`src/rtl/rf_wb_arbiter.sv`:
```
// Register-file writeback arbiter: ALU/LSU/MDU share one write port, plus a pending-write scoreboard.
// Optional starvation promotion of LSU/MDU is built when RF_WB_STARVE_GUARD_EN is defined.
module rf_wb_arbiter #(
  parameter int unsigned STARVE_LIMIT = 4,
  parameter int unsigned CNT_W        = 3
) (
  input  logic        clk,
  input  logic        rst_n,
  input  logic        alu_valid,
  input  logic [4:0]  alu_rd,
  input  logic [31:0] alu_data,
  output logic        alu_ready,
  input  logic        lsu_valid,
  input  logic [4:0]  lsu_rd,
  input  logic [31:0] lsu_data,
  output logic        lsu_ready,
  input  logic        mdu_valid,
  input  logic [4:0]  mdu_rd,
  input  logic [31:0] mdu_data,
  output logic        mdu_ready,
  input  logic        sb_set,
  input  logic [4:0]  sb_set_rd,
  output logic        rf_wr_en,
  output logic [4:0]  rf_rd,
  output logic [31:0] rf_wr_data,
  output logic [31:0] busy
);

  if (STARVE_LIMIT >= (1 << CNT_W)) begin : g_bad_cnt_w
    $error("CNT_W too narrow to hold STARVE_LIMIT");
  end

  logic        lsu_urgent, mdu_urgent;
  logic        alu_gnt, lsu_gnt, mdu_gnt, xfer;
  logic [4:0]  sel_rd;
  logic [31:0] sel_data;
  logic        wr_en_q, wr_en_d;
  logic [4:0]  rd_q, rd_d;
  logic [31:0] data_q, data_d;
  logic [31:0] busy_q, busy_d;

`ifdef RF_WB_STARVE_GUARD_EN
  logic [CNT_W-1:0] lsu_cnt_q, lsu_cnt_d;
  logic [CNT_W-1:0] mdu_cnt_q, mdu_cnt_d;

  assign lsu_urgent = (lsu_cnt_q >= CNT_W'(STARVE_LIMIT));
  assign mdu_urgent = (mdu_cnt_q >= CNT_W'(STARVE_LIMIT));

  always_comb begin
    lsu_cnt_d = lsu_cnt_q;
    mdu_cnt_d = mdu_cnt_q;
    if (!lsu_valid || lsu_gnt)                 lsu_cnt_d = '0;
    else if (lsu_cnt_q < CNT_W'(STARVE_LIMIT)) lsu_cnt_d = lsu_cnt_q + 1'b1;
    if (!mdu_valid || mdu_gnt)                 mdu_cnt_d = '0;
    else if (mdu_cnt_q < CNT_W'(STARVE_LIMIT)) mdu_cnt_d = mdu_cnt_q + 1'b1;
  end

  always_ff @(posedge clk or negedge rst_n) begin
    if (!rst_n) begin
      lsu_cnt_q <= '0;
      mdu_cnt_q <= '0;
    end else begin
      lsu_cnt_q <= lsu_cnt_d;
      mdu_cnt_q <= mdu_cnt_d;
    end
  end
`else
  assign lsu_urgent = 1'b0;
  assign mdu_urgent = 1'b0;
`endif

  // Promoted sources outrank the ALU; otherwise plain ALU > LSU > MDU.
  always_comb begin
    alu_gnt = 1'b0;
    lsu_gnt = 1'b0;
    mdu_gnt = 1'b0;
    if (mdu_valid && mdu_urgent)      mdu_gnt = 1'b1;
    else if (lsu_valid && lsu_urgent) lsu_gnt = 1'b1;
    else if (alu_valid)               alu_gnt = 1'b1;
    else if (lsu_valid)               lsu_gnt = 1'b1;
    else if (mdu_valid)               mdu_gnt = 1'b1;
  end

  assign alu_ready = alu_gnt;
  assign lsu_ready = lsu_gnt;
  assign mdu_ready = mdu_gnt;
  assign xfer      = alu_gnt | lsu_gnt | mdu_gnt;

  always_comb begin
    sel_rd   = alu_rd;
    sel_data = alu_data;
    if (lsu_gnt) begin
      sel_rd   = lsu_rd;
      sel_data = lsu_data;
    end else if (mdu_gnt) begin
      sel_rd   = mdu_rd;
      sel_data = mdu_data;
    end
  end

  always_comb begin
    wr_en_d = 1'b0;
    rd_d    = rd_q;
    data_d  = data_q;
    if (xfer) begin
      wr_en_d = (sel_rd != 5'd0);
      rd_d    = sel_rd;
      data_d  = sel_data;
    end
  end

  // Clear is applied before set so a same-cycle set of the same rd wins.
  always_comb begin
    busy_d = busy_q;
    if ((lsu_gnt || mdu_gnt) && sel_rd != 5'd0) busy_d[sel_rd] = 1'b0;
    if (sb_set && sb_set_rd != 5'd0)            busy_d[sb_set_rd] = 1'b1;
    busy_d[0] = 1'b0;
  end

  always_ff @(posedge clk or negedge rst_n) begin
    if (!rst_n) begin
      wr_en_q <= 1'b0;
      rd_q    <= '0;
      data_q  <= '0;
      busy_q  <= '0;
    end else begin
      wr_en_q <= wr_en_d;
      rd_q    <= rd_d;
      data_q  <= data_d;
      busy_q  <= busy_d;
    end
  end

  assign rf_wr_en   = wr_en_q;
  assign rf_rd      = rd_q;
  assign rf_wr_data = data_q;
  assign busy       = busy_q;

endmodule

```
`config.mk`:
```
export PLATFORM = sky130hd
export DESIGN_NAME = rf_wb_arbiter
export DESIGN_NICKNAME = d
export VERILOG_FILES = /design/src/rtl/rf_wb_arbiter.sv
export SDC_FILE = /design/constraint.sdc
export NUM_CORES = 1
export LEC_CHECK = 0
export ABC_AREA = 1
export BUFFER_PORTS_ARGS = -buffer_cell sky130_fd_sc_hd__buf_4
export CAP_MARGIN = 40
export CORE_MARGIN = 1.5
export CORE_UTILIZATION = 30
export DETAILED_ROUTE_END_ITERATION = 7
export GPL_ROUTABILITY_DRIVEN = 0
export HOLD_SLACK_MARGIN = 0.12
export SYNTH_ARGS = -nofsm -noshare
export SYNTH_HDL_FRONTEND = slang
export SYNTH_SLANG_ARGS = --single-unit
```
`constraint.sdc`:
```
create_clock -name clk -period 1.5 [get_ports clk]
set_clock_uncertainty 0.1 [all_clocks]
set_input_delay 0.075 -clock clk [delete_from_list [all_inputs] [get_ports clk]]
set_output_delay 0.075 -clock clk [all_outputs]
set_load 0.1 [all_outputs]
```
==> metrics.txt <==
Crit Path Category=input pin to register; clock group share of total power=0.212; pwr dens=1300 nW/um^2; Post-CTS Setup Bufs=0; Pint=0.00464 W; share of cells above drive strength 1=0.319; nets=977; Post-DP HPWL=10.1 mm; VDD IR max=0.550 mV; syn_area_per_cell=7.29 um^2; first drt pass iteration count=4; Sink Count=69; flops & latches, synth=69; Switching Fraction=0.501; Worst EP required=1.65 ns; cells after synthesis=535; Longest Clk Path Bufs=2; Synth cell types=28; hold slack=0.132 ns; pin count of the biggest net entering global routing=65; Core Area=12700 um^2; cts bufs inserted=9; Worst path max stage delay=0.58 ns; first-pass GRT wire length=24.5 mm; Slew Viols, Final=0; Net Sw Power=0.00466 W; Max stage delay cell, worst path=dlygate4sd3_1; commonest cells after routing, fill and taps aside=nand2_1 (234), buf_4 (222), dlygate4sd3_1 (107); Synth area leader=dfrtp_1; crit path max fanout=4; CTS root buf=clkbuf_16; Via density=4.82; DRT antenna net count=0; ratio of final minimum period to clock period=0.977; FMAX=0.682 GHz; YS warnings=0; buffer and inverter count on the worst path=3; Worst-path clk slew=0.06 ns; CTS tree=built; setup violators final=0; area fraction of the dominant cell type after synthesis=0.443; vias=4970; DRC=0; initial drt markers=331; filler instances=1097; Initial Util=0.308; Pleak=3.57 nW; Seq/Total Area, Yosys=0.443; Critical Path Source Type=input pin; Worst Hold Class=input pin to async pin; Max transition margin=0.636; # rows=41; total nets after synthesis=657; max capacitance violation total=0; Most Frequent Cell on Critical Path=dlygate4sd3_1; Die W=117 um; worst path arrival time=1.62 ns; Die Height=117 um; Final min period=1.47 ns; GRT overflow=0; Top delay family on crit path=buffers and inverters; combinational share of power=0.522; CP endpoint kind=register; worst slew pin tran=0.542 ns; initial antenna violation count=0; Final Cell Area=7180 um^2; GRT Total Usage=0.231; Port Buffer Count=193; Area Growth Syn to Fin=84.1%; WL final=15.4 mm; number of global-route vias before repair=5204; most common cell after layout, fill and taps aside=nand2_1; Placement Cell Area=5820 um^2; critical path cell sequence=dlygate4sd3_1 > buf_4 > nor2_1 > nand2_1 > dlygate4sd3_1 > o21ai_2; status=completed; Final Hold Fails=0; RSZ-0062 raised after global routing=yes; Cell Area, Synth=3900 um^2; htree depth=3; clk_lat worst skew=0.32 ns; antenna cells=0; drt wl/cell=14.9 um; IO Count=195; die area=13700 um^2; Area contributors post-synth=dfrtp_1 (44%), nand2_1 (23%), nand3_1 (9.4%); Flop pwr share=0.266
-- power groups by stage --
stage | clock network, W | registers, W | logic [W]
3_3_place_gp | 0 | 0.00250 | 0.00459
6_report | 0.00197 | 0.00247 | 0.00486
5_1_grt | 0.00211 | 0.00251 | 0.00507
3_5_place_dp | 0 | 0.00250 | 0.00461
4_1_cts | 0.00203 | 0.00248 | 0.00483
2_1_floorplan | 0 | 0.00513 | 0.000697
-- sequential cells by signal, indices dropped and copies added (netlist names) --
| name | flops |
|---|---|
| busy | 31 |
| rf_rd | 5 |
| rf_wr_data | 32 |
| rf_wr_en | 1 |
-- Yosys cell counts (all sizes together) --
cell / instances
a21oi: 1
buf: 18
clkbuf: 10
conb: 1
dfrtp: 69
inv: 19
nand2: 244
nand3: 80
nand3b: 4
nand4: 3
nor2: 26
nor3: 8
o211ai: 32
o21ai: 16
o31ai: 1
or2: 3
-- what timing repair did --
| item | 4_1_cts | 5_1_grt |
|---|---|---|
| endpoints found under the setup margin | 0 | 6 |
| hold buffers | 107 | 0 |
| endpoints found under the hold margin | 128 | 0 |
| resized for setup | 0 | 3 |
-- per-stage QoR --
step,total power [W],cells,setup TNS [ns],util,setup WS (ns)
3_5_place_dp,0.00711,909,-3.75,0.459,-0.187
3_3_place_gp,0.00708,909,-2.39,0.459,-0.130
5_1_grt,0.00969,1032,-0.00251,0.567,-0.00251
2_1_floorplan,0.00583,535,-14.37,-,-0.396
4_1_cts,0.00934,1032,0,0.566,0.0518
6_report,0.00930,1032,0,0.567,0.0339
-- worst register-to-register path, cell delays in order, from the launching register on --
cell and delay (ns):
dfrtp_1 0.40, o21ai_1 0.09, nand2_1 0.07
-- cells by family after synthesis --
kind of cell    share of synthesized area
simple gates                        0.418
flops                               0.443
compound gates                     0.0853
buf+inv                            0.0529
other cells                      0.000962
-- area by class of cell --
class | instances | area [um^2] | share of cell area
well taps | 172 | 215 | 0.0300
multi-input cells | 419 | 1990 | 0.277
inverters | 19 | 78.8 | 0.0110
flip-flops and latches | 69 | 1730 | 0.240
clock inverters | 4 | 22.5 | 0.00314
clock buffers | 12 | 256 | 0.0357
repair buffers | 337 | 2890 | 0.402
-- final timing paths --
check	from	endpoint	slack [ns]	cells after the start
setup / recovery	sb_set_rd[0]	busy[2]$_DFF_PN0_	0.03	6
hold / removal	rst_n	rf_wr_data[0]$_DFFE_PN0N_	0.13	2
setup reg to reg	busy[12]$_DFF_PN0_	busy[12]$_DFF_PN0_	0.72	2
hold reg to reg	busy[21]$_DFF_PN0_	busy[21]$_DFF_PN0_	0.37	2
max in group asynchronous	rst_n	rf_wr_data[11]$_DFFE_PN0N_	0.35	3
min in group clk	lsu_rd[1]	rf_rd[1]$_DFFE_PN0N_	0.14	4
-- per-layer routing --
metal  vias to the layer above  wire length, um  track usage
met5                         -                0            0
met1                      2298             5940        0.260
met2                       206             7750        0.401
met4                         0              846        0.144
met3                        65              891       0.0479
li1                       2401                -            -
No activity file was read; power rests on OpenSTA's default activity.
